### src/rtl/inst_type_decoder_pkg.sv
// Shared RV32I opcode constants, buffered-entry layout and opcode classifier.
// Latency: n/a (types, constants and a pure combinational function).
// Backpressure: n/a.
package inst_type_decoder_pkg;

  localparam int RV_XLEN = 32;

  // Major opcodes, inst[6:0]
  localparam logic [6:0] OPCODE_OP       = 7'b0110011;
  localparam logic [6:0] OPCODE_OP_IMM   = 7'b0010011;
  localparam logic [6:0] OPCODE_LUI      = 7'b0110111;
  localparam logic [6:0] OPCODE_AUIPC    = 7'b0010111;
  localparam logic [6:0] OPCODE_JAL      = 7'b1101111;
  localparam logic [6:0] OPCODE_JALR     = 7'b1100111;
  localparam logic [6:0] OPCODE_BRANCH   = 7'b1100011;
  localparam logic [6:0] OPCODE_LOAD     = 7'b0000011;
  localparam logic [6:0] OPCODE_STORE    = 7'b0100011;
  localparam logic [6:0] OPCODE_MISC_MEM = 7'b0001111;
  localparam logic [6:0] OPCODE_SYSTEM   = 7'b1110011;

  // One buffered fetch: PC in the upper half, instruction word in the lower half
  typedef struct packed {
    logic [RV_XLEN-1:0] pc;
    logic [RV_XLEN-1:0] inst;
  } fetch_entry_t;

  // One-hot opcode class; all zero for an illegal opcode
  typedef struct packed {
    logic op;
    logic op_imm;
    logic lui;
    logic auipc;
    logic jal;
    logic jalr;
    logic branch;
    logic load;
    logic store;
    logic misc_mem;
    logic system;
  } type_flags_t;

  // Every legal opcode ends in 2'b11, so a full 7-bit match also rejects
  // compressed/non-32-bit encodings without a separate inst[1:0] test.
  function automatic type_flags_t classify(input logic [6:0] opcode);
    type_flags_t f;
    f = '0;
    case (opcode)
      OPCODE_OP:       f.op       = 1'b1;
      OPCODE_OP_IMM:   f.op_imm   = 1'b1;
      OPCODE_LUI:      f.lui      = 1'b1;
      OPCODE_AUIPC:    f.auipc    = 1'b1;
      OPCODE_JAL:      f.jal      = 1'b1;
      OPCODE_JALR:     f.jalr     = 1'b1;
      OPCODE_BRANCH:   f.branch   = 1'b1;
      OPCODE_LOAD:     f.load     = 1'b1;
      OPCODE_STORE:    f.store    = 1'b1;
      OPCODE_MISC_MEM: f.misc_mem = 1'b1;
      OPCODE_SYSTEM:   f.system   = 1'b1;
      default:         f          = '0;
    endcase
    return f;
  endfunction

endpackage

### src/rtl/inst_type_decoder_if.sv
// Fetch-side and decode-side signal bundle for the instruction type decoder.
// Latency: n/a (wiring only).
// Backpressure: fetch uses if_vld/if_rdy; decode side stalls through dec_stall.
interface inst_type_decoder_if;
  import inst_type_decoder_pkg::*;

  // fetch side
  logic               if_vld;
  logic [RV_XLEN-1:0] if_inst;
  logic [RV_XLEN-1:0] if_pc;
  logic               if_rdy;

  // pipeline control
  logic               dec_stall;
  logic               flush;

  // decode side
  logic               dec_en;
  logic [RV_XLEN-1:0] dec_pc;
  logic [2:0]         funct3;
  logic [6:0]         funct7;
  logic [4:0]         rd;
  logic [4:0]         rs1;
  logic [4:0]         rs2;
  logic               is_OP;
  logic               is_OP_IMM;
  logic               is_LUI;
  logic               is_AUIPC;
  logic               is_JAL;
  logic               is_JALR;
  logic               is_BRANCH;
  logic               is_LOAD;
  logic               is_STORE;
  logic               is_MISC_MEM;
  logic               is_SYSTEM;
  logic               dec_illegal;

  // Fetch/control driver
  modport master (
    output if_vld, if_inst, if_pc, dec_stall, flush,
    input  if_rdy, dec_en, dec_pc, funct3, funct7, rd, rs1, rs2,
    input  is_OP, is_OP_IMM, is_LUI, is_AUIPC, is_JAL, is_JALR,
    input  is_BRANCH, is_LOAD, is_STORE, is_MISC_MEM, is_SYSTEM, dec_illegal
  );

  // Decoder block
  modport slave (
    input  if_vld, if_inst, if_pc, dec_stall, flush,
    output if_rdy, dec_en, dec_pc, funct3, funct7, rd, rs1, rs2,
    output is_OP, is_OP_IMM, is_LUI, is_AUIPC, is_JAL, is_JALR,
    output is_BRANCH, is_LOAD, is_STORE, is_MISC_MEM, is_SYSTEM, dec_illegal
  );

endinterface

### src/rtl/inst_type_decoder_sync_fifo.sv
// Synchronous FIFO with wrapping pointers, occupancy count and synchronous clear.
// Latency: entry written at edge N is visible on o_rd_dat after edge N (first-word fall-through).
// Backpressure: push ignored when full, pop ignored when empty; full is from registered count only.
module inst_type_decoder_sync_fifo #(
  parameter int DEPTH = 4,
  parameter int WIDTH = 64
) (
  input  logic             i_clk,
  input  logic             i_rst,
  input  logic             i_clr,
  input  logic             i_push,
  input  logic [WIDTH-1:0] i_wr_dat,
  input  logic             i_pop,
  output logic [WIDTH-1:0] o_rd_dat,
  output logic             o_full,
  output logic             o_empty
);

  localparam int PTR_W = $clog2(DEPTH);
  localparam int CNT_W = PTR_W + 1;
  localparam logic [CNT_W-1:0] FULL_CNT = CNT_W'(DEPTH);

  logic [WIDTH-1:0] r_mem [DEPTH];
  logic [PTR_W-1:0] r_wr_ptr;
  logic [PTR_W-1:0] r_rd_ptr;
  logic [CNT_W-1:0] r_count;

  logic w_push;
  logic w_pop;

  // Full/empty come straight from the registered count, so a pop in the
  // same cycle never frees a slot for a push.
  assign o_full   = (r_count == FULL_CNT);
  assign o_empty  = (r_count == '0);
  assign w_push   = i_push & ~o_full & ~i_clr;
  assign w_pop    = i_pop & ~o_empty & ~i_clr;
  assign o_rd_dat = r_mem[r_rd_ptr];

  // Pointer and occupancy update; clear behaves exactly like reset
  always_ff @(posedge i_clk) begin
    if (i_rst || i_clr) begin
      r_wr_ptr <= '0;
      r_rd_ptr <= '0;
      r_count  <= '0;
    end else begin
      if (w_push) r_wr_ptr <= r_wr_ptr + PTR_W'(1);
      if (w_pop)  r_rd_ptr <= r_rd_ptr + PTR_W'(1);
      case ({w_push, w_pop})
        2'b10:   r_count <= r_count + CNT_W'(1);
        2'b01:   r_count <= r_count - CNT_W'(1);
        default: r_count <= r_count;
      endcase
    end
  end

  // Storage write; contents need no reset since pointers gate visibility
  always_ff @(posedge i_clk) begin
    if (w_push) r_mem[r_wr_ptr] <= i_wr_dat;
  end

endmodule

### src/rtl/inst_type_decoder.sv
// Buffers fetched instructions, classifies the opcode and registers decode fields with a dec_en pulse.
// Latency: 2 cycles minimum from if_vld to dec_en (push edge, then pop edge registers the outputs).
// Backpressure: if_rdy low when full or in reset; dec_stall/flush block pops and outputs hold.
module inst_type_decoder
  import inst_type_decoder_pkg::*;
#(
  parameter int DEPTH = 4,
  parameter int XLEN  = 32
) (
  input  logic               CLK,
  input  logic               RST,
  inst_type_decoder_if.slave bus
);

  localparam int ENTRY_W = 2 * XLEN;

  logic               w_push;
  logic               w_pop;
  logic               w_full;
  logic               w_empty;
  fetch_entry_t       w_wr_entry;
  fetch_entry_t       w_rd_entry;
  logic [ENTRY_W-1:0] w_rd_dat;
  type_flags_t        w_flags;

  logic               r_dec_en;
  logic               r_dec_illegal;
  logic [XLEN-1:0]    r_dec_pc;
  logic [2:0]         r_funct3;
  logic [6:0]         r_funct7;
  logic [4:0]         r_rd;
  logic [4:0]         r_rs1;
  logic [4:0]         r_rs2;
  type_flags_t        r_flags;

  // Reset gates if_rdy directly so fetch sees "not ready" while RST is held.
  assign bus.if_rdy = ~w_full & ~RST;
  assign w_push     = bus.if_vld & ~w_full & ~bus.flush;
  assign w_pop      = ~w_empty & ~bus.dec_stall & ~bus.flush;

  assign w_wr_entry.pc   = bus.if_pc;
  assign w_wr_entry.inst = bus.if_inst;
  assign w_rd_entry      = fetch_entry_t'(w_rd_dat);
  assign w_flags         = classify(w_rd_entry.inst[6:0]);

  inst_type_decoder_sync_fifo #(
    .DEPTH (DEPTH),
    .WIDTH (ENTRY_W)
  ) u_fifo (
    .i_clk    (CLK),
    .i_rst    (RST),
    .i_clr    (bus.flush),
    .i_push   (w_push),
    .i_wr_dat (w_wr_entry),
    .i_pop    (w_pop),
    .o_rd_dat (w_rd_dat),
    .o_full   (w_full),
    .o_empty  (w_empty)
  );

  // Output stage: capture the popped entry; otherwise only the pulses drop
  always_ff @(posedge CLK) begin
    if (RST) begin
      r_dec_en      <= 1'b0;
      r_dec_illegal <= 1'b0;
      r_dec_pc      <= '0;
      r_funct3      <= '0;
      r_funct7      <= '0;
      r_rd          <= '0;
      r_rs1         <= '0;
      r_rs2         <= '0;
      r_flags       <= '0;
    end else if (w_pop) begin
      r_dec_en      <= 1'b1;
      r_dec_illegal <= ~|w_flags;
      r_dec_pc      <= w_rd_entry.pc;
      r_funct3      <= w_rd_entry.inst[14:12];
      r_funct7      <= w_rd_entry.inst[31:25];
      r_rd          <= w_rd_entry.inst[11:7];
      r_rs1         <= w_rd_entry.inst[19:15];
      r_rs2         <= w_rd_entry.inst[24:20];
      r_flags       <= w_flags;
    end else begin
      r_dec_en      <= 1'b0;
      r_dec_illegal <= 1'b0;
    end
  end

  assign bus.dec_en      = r_dec_en;
  assign bus.dec_illegal = r_dec_illegal;
  assign bus.dec_pc      = r_dec_pc;
  assign bus.funct3      = r_funct3;
  assign bus.funct7      = r_funct7;
  assign bus.rd          = r_rd;
  assign bus.rs1         = r_rs1;
  assign bus.rs2         = r_rs2;
  assign bus.is_OP       = r_flags.op;
  assign bus.is_OP_IMM   = r_flags.op_imm;
  assign bus.is_LUI      = r_flags.lui;
  assign bus.is_AUIPC    = r_flags.auipc;
  assign bus.is_JAL      = r_flags.jal;
  assign bus.is_JALR     = r_flags.jalr;
  assign bus.is_BRANCH   = r_flags.branch;
  assign bus.is_LOAD     = r_flags.load;
  assign bus.is_STORE    = r_flags.store;
  assign bus.is_MISC_MEM = r_flags.misc_mem;
  assign bus.is_SYSTEM   = r_flags.system;

endmodule
### src/flat_wrapper.sv
// flat-port wrapper written by rule: the top's interface ports become plain ports
module inst_type_decoder_flat import inst_type_decoder_pkg::*;
#(
  parameter int DEPTH = 4,
  parameter int XLEN  = 32
)
  (CLK, RST, bus_if_vld, bus_if_inst, bus_if_pc, bus_dec_stall, bus_flush, bus_if_rdy, bus_dec_en, bus_dec_pc, bus_funct3, bus_funct7, bus_rd, bus_rs1, bus_rs2, bus_is_OP, bus_is_OP_IMM, bus_is_LUI, bus_is_AUIPC, bus_is_JAL, bus_is_JALR, bus_is_BRANCH, bus_is_LOAD, bus_is_STORE, bus_is_MISC_MEM, bus_is_SYSTEM, bus_dec_illegal);
  inst_type_decoder_if bus_i ();
  input  logic CLK;
  input  logic RST;
  input wire logic [$bits(bus_i.if_vld)-1:0] bus_if_vld;
  input wire logic [$bits(bus_i.if_inst)-1:0] bus_if_inst;
  input wire logic [$bits(bus_i.if_pc)-1:0] bus_if_pc;
  input wire logic [$bits(bus_i.dec_stall)-1:0] bus_dec_stall;
  input wire logic [$bits(bus_i.flush)-1:0] bus_flush;
  output wire logic [$bits(bus_i.if_rdy)-1:0] bus_if_rdy;
  output wire logic [$bits(bus_i.dec_en)-1:0] bus_dec_en;
  output wire logic [$bits(bus_i.dec_pc)-1:0] bus_dec_pc;
  output wire logic [$bits(bus_i.funct3)-1:0] bus_funct3;
  output wire logic [$bits(bus_i.funct7)-1:0] bus_funct7;
  output wire logic [$bits(bus_i.rd)-1:0] bus_rd;
  output wire logic [$bits(bus_i.rs1)-1:0] bus_rs1;
  output wire logic [$bits(bus_i.rs2)-1:0] bus_rs2;
  output wire logic [$bits(bus_i.is_OP)-1:0] bus_is_OP;
  output wire logic [$bits(bus_i.is_OP_IMM)-1:0] bus_is_OP_IMM;
  output wire logic [$bits(bus_i.is_LUI)-1:0] bus_is_LUI;
  output wire logic [$bits(bus_i.is_AUIPC)-1:0] bus_is_AUIPC;
  output wire logic [$bits(bus_i.is_JAL)-1:0] bus_is_JAL;
  output wire logic [$bits(bus_i.is_JALR)-1:0] bus_is_JALR;
  output wire logic [$bits(bus_i.is_BRANCH)-1:0] bus_is_BRANCH;
  output wire logic [$bits(bus_i.is_LOAD)-1:0] bus_is_LOAD;
  output wire logic [$bits(bus_i.is_STORE)-1:0] bus_is_STORE;
  output wire logic [$bits(bus_i.is_MISC_MEM)-1:0] bus_is_MISC_MEM;
  output wire logic [$bits(bus_i.is_SYSTEM)-1:0] bus_is_SYSTEM;
  output wire logic [$bits(bus_i.dec_illegal)-1:0] bus_dec_illegal;
  assign bus_i.if_vld = bus_if_vld;
  assign bus_i.if_inst = bus_if_inst;
  assign bus_i.if_pc = bus_if_pc;
  assign bus_i.dec_stall = bus_dec_stall;
  assign bus_i.flush = bus_flush;
  assign bus_if_rdy = bus_i.if_rdy;
  assign bus_dec_en = bus_i.dec_en;
  assign bus_dec_pc = bus_i.dec_pc;
  assign bus_funct3 = bus_i.funct3;
  assign bus_funct7 = bus_i.funct7;
  assign bus_rd = bus_i.rd;
  assign bus_rs1 = bus_i.rs1;
  assign bus_rs2 = bus_i.rs2;
  assign bus_is_OP = bus_i.is_OP;
  assign bus_is_OP_IMM = bus_i.is_OP_IMM;
  assign bus_is_LUI = bus_i.is_LUI;
  assign bus_is_AUIPC = bus_i.is_AUIPC;
  assign bus_is_JAL = bus_i.is_JAL;
  assign bus_is_JALR = bus_i.is_JALR;
  assign bus_is_BRANCH = bus_i.is_BRANCH;
  assign bus_is_LOAD = bus_i.is_LOAD;
  assign bus_is_STORE = bus_i.is_STORE;
  assign bus_is_MISC_MEM = bus_i.is_MISC_MEM;
  assign bus_is_SYSTEM = bus_i.is_SYSTEM;
  assign bus_dec_illegal = bus_i.dec_illegal;
  inst_type_decoder #(.DEPTH(DEPTH), .XLEN(XLEN)) u_core (.CLK(CLK), .RST(RST), .bus(bus_i));
endmodule
### config.mk
export PLATFORM = sky130hd
export DESIGN_NAME = inst_type_decoder_flat
export DESIGN_NICKNAME = d
export VERILOG_FILES = /design/src/rtl/inst_type_decoder_pkg.sv /design/src/rtl/inst_type_decoder_if.sv /design/src/rtl/inst_type_decoder_sync_fifo.sv /design/src/rtl/inst_type_decoder.sv /design/src/flat_wrapper.sv
export SDC_FILE = /design/constraint.sdc
export NUM_CORES = 1
export LEC_CHECK = 0
export ABC_CLOCK_PERIOD_IN_PS = 2600
export BUFFER_PORTS_ARGS = -buffer_cell sky130_fd_sc_hd__buf_2
export CAP_MARGIN = 25
export CORE_ASPECT_RATIO = 0.8
export CORE_MARGIN = 1
export CORE_UTILIZATION = 50
export CTS_CLUSTER_DIAMETER = 200
export DETAILED_ROUTE_END_ITERATION = 7
export PLACE_DENSITY = 0.83
export SETUP_SLACK_MARGIN = 0.3
export SLEW_MARGIN = 20
export SYNTH_ARGS = -nofsm -noshare
export SYNTH_HDL_FRONTEND = slang
export SYNTH_SLANG_ARGS = --single-unit
### constraint.sdc
create_clock -name CLK -period 2.6 [get_ports CLK]
set_input_delay 0.39 -clock CLK [delete_from_list [all_inputs] [get_ports CLK]]
set_output_delay 0.39 -clock CLK [all_outputs]
set_load 0.01 [all_outputs]
==> tab_implementation.tex <==
\begin{tabular}{lr}
\hline
Metric & Value \\
\hline
\multicolumn{2}{l}{\textbf{Yosys}} \\
\quad Xor and xnor area share after synthesis & less than 1\% \\
\quad Proportion of netlist area held by the largest area contributor & between 60\% and 70\% \\
\quad Post-Synth Simple-Gate Area & $\sim$5.8\% \\
\quad Share of synthesized area occupied by flip-flops and latches & between 70\% and 80\% \\
\quad Flip-flop and latch count after synthesis & around 340 \\
\quad Top cell type by total area after synthesis & edfxtp\_1 \\
\quad Mapped Nets & $\sim$780 \\
\quad Summed instance area of the synthesized netlist & 0.0121 mm\^{}2 \\
\quad Synthesized-area fraction occupied by ao, oa, aoi and oai cells & 3.55\% \\
\quad Post-synthesis average cell area & 17.3 um\^{}2 \\
\quad Count of distinct cell types in the synthesized netlist & 34 \\
\quad Multiplexer area fraction after synthesis & between 10\% and 20\% \\
\quad Yosys Warn Count & 0 \\
\quad Post-synthesis adder-cell area fraction & less than 1\% \\
\quad Main combinational cell family by area after synthesis & multiplexers \\
\quad Cells after Synth & about 700 \\
\quad Leading post-synthesis cells by cell area & edfxtp\_1 63\%, dfxtp\_1 13\%, mux4\_2 12\%, nand2\_1 4.0\%, a21oi\_1 2.6\% \\
\multicolumn{2}{l}{\textbf{CTS}} \\
\quad Post-CTS Setup Inserts & 0 \\
\quad Root buffer selected by CTS & clkbuf\_16 \\
\quad Number of H-tree levels & 2 \\
\quad Clock tree from TritonCTS & built \\
\quad Maximum buffer depth of the clock tree & 3 \\
\quad \# hold bufs at CTS & 0 \\
\quad Clock Latency Late Sink & around 0.5 ns \\
\quad Clock input transition at the sequential cells of the worst setup and hold paths & around 0.060 ns \\
\quad TritonCTS Buffers & 34 \\
\quad Clk sink count & about 340 \\
\multicolumn{2}{l}{\textbf{Global route}} \\
\quad Initial antenna violation count & 6 \\
\quad Remaining Overflow, GRT & 0 \\
\quad First-pass GRT wire length & approximately 36000 um \\
\quad Largest net degree at the start of global routing & between 70 and 80 \\
\quad Vias in the first global route & approximately 6500 \\
\quad Total Routing Usage GR & 19.2\% \\
\multicolumn{2}{l}{\textbf{Power and ir drop}} \\
\quad Reported net switching power & 2090 uW \\
\quad Largest voltage drop on the vdd net & 494 uV \\
\quad Share of total power in combinational logic & 3.1\% \\
\quad Power share of the clock group & about two fifths \\
\quad Post-layout power & 10700 uW \\
\quad Power Internal & 8590 uW \\
\quad Switching share of power & just under 20\% \\
\quad Total power density per cell area & between 700 and 800 mW/mm\^{}2 \\
\quad Flop pwr share & a little over half \\
\quad Leakage Power & 0.00485 uW \\
\multicolumn{2}{l}{\textbf{Setup path}} \\
\quad Biggest fanout along the worst timing path & 74 \\
\quad Reg-to-reg setup timing slack & 0.41 ns \\
\quad FF-to-FF path depth & 6 \\
\quad Critical path start-end classification & register to register \\
\quad Worst Path Required & approximately 3 ns \\
\quad Sort of element at the end of the critical path & register \\
\quad Capture instance of the worst register-to-register path & u\_core.bus.is\_BRANCH \\
\quad Signal arrival time at the worst endpoint & approximately 2.6 ns \\
\quad Critical path startpoint category & register \\
\quad Reg2Reg Launch Point & u\_core.u\_fifo.r\_count[0] \\
\multicolumn{2}{l}{\textbf{Timing}} \\
\quad Post-route worst setup slack & 0.414 ns \\
\quad Sum Neg Setup Slack & 0 ns \\
\quad Worst Clk Skew & between 0.015 and 0.02 ns \\
\quad Setup Viol. Count Final & 0 \\
\quad Fin. max-slew vios & 0 \\
\quad RSZ-0062 raised after global routing & false \\
\quad Max-slew headroom & 42.0\% \\
\quad Final-report hold violation count & 0 \\
\quad Shortest clock period the worst path allows after layout & $\sim$2.2 ns \\
\quad Max Fclk & 457 MHz \\
\quad Transition time at the pin with the least slew margin & between 0.8 and 0.9 ns \\
\quad Final period utilization & between 80\% and 90\% \\
\multicolumn{2}{l}{\textbf{Min path}} \\
\quad Hold worst-path end & u\_core.u\_fifo.r\_mem[2][39] \\
\quad Launch instance of the worst min-delay path & bus\_if\_pc[7] \\
\quad Hold Path Class & primary input to register \\
\quad Worst hold stages & 1 \\
\multicolumn{2}{l}{\textbf{Place}} \\
\quad Placer congestion estimate & 0.764 \\
\quad Number of input and output port buffers inserted & 139 \\
\quad Dpl ws & 0.253 ns \\
\quad HPWL reported at the end of detailed placement & $\sim$14000 um \\
\multicolumn{2}{l}{\textbf{Final layout}} \\
\quad Layout cell share with drive strength beyond 1 & 32.0\% \\
\quad Sequential cell area in the final layout & roughly 0.0093 mm\^{}2 \\
\quad Layout overhead on the synthesized area & 18.2\% \\
\quad Multi-input logic area & $\sim$0.0027 mm\^{}2 \\
\quad Layout fillers & about 1700 \\
\quad Number of nets in the layout & 930 \\
\multicolumn{2}{l}{\textbf{Routing}} \\
\quad 1st-pass router iterations & 4 \\
\quad Post-detailed-route DRC marker count & 0 \\
\quad Wire length reported by the detailed router & around 23000 um \\
\quad Detailed-route vias per instance & between 5 and 6 \\
\quad Average wire length per cell after detail routing & approximately 20 um \\
\quad DR vias & 6484 \\
\quad Final antenna-violating net count & 0 \\
\quad Initial detailed-routing violation count & 418 \\
\multicolumn{2}{l}{\textbf{Floorplan}} \\
\quad \# rows & 50 \\
\quad Top Ports & 140 \\
\quad Width of the die & about 180 um \\
\quad Height of the die & 141 um \\
\quad Total die area & between 0.02 and 0.025 mm\^{}2 \\
\quad Core footprint & $\sim$0.024 mm\^{}2 \\
\quad Starting density of the core & between 50\% and 60\% \\
\multicolumn{2}{l}{\textbf{Flow run}} \\
\quad Number of violations of the max-capacitance limit & 0 \\
\multicolumn{2}{l}{\textbf{Run status}} \\
\quad Outcome & finished, final reports clean \\
\hline
\end{tabular}
## power groups by stage
| stage | clock (uW) | combinational [uW] | sequential (uW) |
|---|---|---|---|
| 5_1_grt | 4800 | 364 | 5870 |
| 2_1_floorplan | 0 | 163 | 5980 |
| 3_3_place_gp | 0 | 321 | 5970 |
| 6_report | 4490 | 333 | 5860 |
| 4_1_cts | 4590 | 335 | 5860 |
| 3_5_place_dp | 0 | 333 | 5980 |
## worst max-delay path by stage
| stage | from | end | slack [ns] | cells past startpoint |
|---|---|---|---|---|
| 4_1_cts | u_core.u_fifo.r_count[0] | u_core.u_fifo.r_count[2] | 0.34 | 9 |
| 5_1_grt | u_core.u_fifo.r_count[0] | u_core.bus.is_BRANCH | 0.30 | 6 |
| 2_1_floorplan | bus_flush | u_core.u_fifo.r_count[2] | 0.32 | 9 |
| 6_report | u_core.u_fifo.r_count[0] | u_core.bus.is_BRANCH | 0.41 | 6 |
| 3_3_place_gp | bus_flush | u_core.u_fifo.r_count[2] | 0.30 | 9 |
| 3_5_place_dp | bus_flush | u_core.u_fifo.r_count[2] | 0.25 | 9 |
## sequential cells by signal, summed over array words and instances, names as in the netlist, 2 cells and up, named ones only
| signal | cells |
|---|---|
| u_core.u_fifo.r_rd_ptr | 2 |
| u_core.u_fifo.r_count | 3 |
| u_core.u_fifo.r_wr_ptr | 2 |
| u_core.u_fifo.r_mem | 256 |
| u_core.bus.dec_pc | 32 |
| u_core.bus.rd | 5 |
| u_core.bus.funct7 | 7 |
| u_core.bus.rs1 | 5 |
| u_core.bus.funct3 | 3 |
| u_core.bus.rs2 | 5 |
## placed cells by master (no fill, tap or decap), types with 7 or more instances in the layout
cell / synthesis / layout
a22oi_1: 7 / 7
buf_4: 3 / 8
buf_2: 6 / 139
edfxtp_1: 256 / 256
inv_1: 7 / 7
nor2_1: 23 / 22
mux4_2: 63 / 63
dfxtp_1: 79 / 74
nand2_1: 128 / 127
clkbuf_1: 20 / 12
buf_12: 0 / 8
a21oi_1: 63 / 62
clkbuf_16: 0 / 36
## per-layer routing
layer | up-vias | global-route usage [%] | wire length, um
met5 | - | 0 | 27
met2 | 195 | 31.2 | 11200
met3 | 44 | 5.20 | 1660
li1 | 2973 | - | -
met1 | 3268 | 26.0 | 10200
met4 | 4 | 4.67 | 369
## worst max-delay path: stages, from the launching register on
cell,delay (ns)
dfxtp_2,0.34
nor3_1,0.30
or3_4,0.20
buf_4,0.61
nor3_1,0.22
a22oi_1,0.23
nor2_1,0.06
## synth_stat cells, drive strengths merged
cell and count:
edfxtp 256, nand2 128, dfxtp 79, inv 7, a21oi 63, or2 1, or3 2, buf 17
ha 5, clkbuf 20, nand4 2, nor4 1, xor2 3, a2111oi 2, fa 1, a32oi 2
o21ai 2, nor4b 1, nor2 24, a31oi 1, and2 4, xnor2 2, nor3b 2, nor3 4
a22oi 7, nand3 1, clkinv 1, mux4 63
## metrics by stage
stage | std cells | util [%] | cell area (um^2) | hold slack [ns]
3_5_place_dp | 1131 | 56.4 | 13300 | 0.444
5_1_grt | 1190 | 60.8 | 14300 | 0.0802
2_1_floorplan | 701 | - | 12200 | 0.469
4_1_cts | 1189 | 60.7 | 14300 | 0.0768
3_3_place_gp | 1131 | 56.4 | 13300 | 0.439
6_report | 1193 | 60.9 | 14400 | 0.102
## final cells by class
type	instances	share of cell area [%]
flip-flops and latches	335	64.6
multi-input cells	321	18.8
clock buffers	51	6.88
repair buffers	155	6.38
well taps	312	2.72
clock inverters	7	0.253
inverters	8	0.209
diodes	4	0.0697
## logic make-up (layout without fill, tap and decap cells)
group / after synthesis / after routing
XOR/XNOR: 5 / 5
other: 0 / 4
AO/OA/AOI/OAI: 77 / 77
adder cells (fa/ha/maj): 6 / 6
buffers and inverters: 45 / 221
multiplexers: 63 / 63
flip-flops: 335 / 335
AND/OR/NAND/NOR: 170 / 170
## what timing repair did
action	in CTS	in global routing
endpoints found under the hold margin	0	0
gates resized for setup	0	8
endpoints found under the setup margin	0	2
Note: power is estimated with default switching activity, not from simulation.
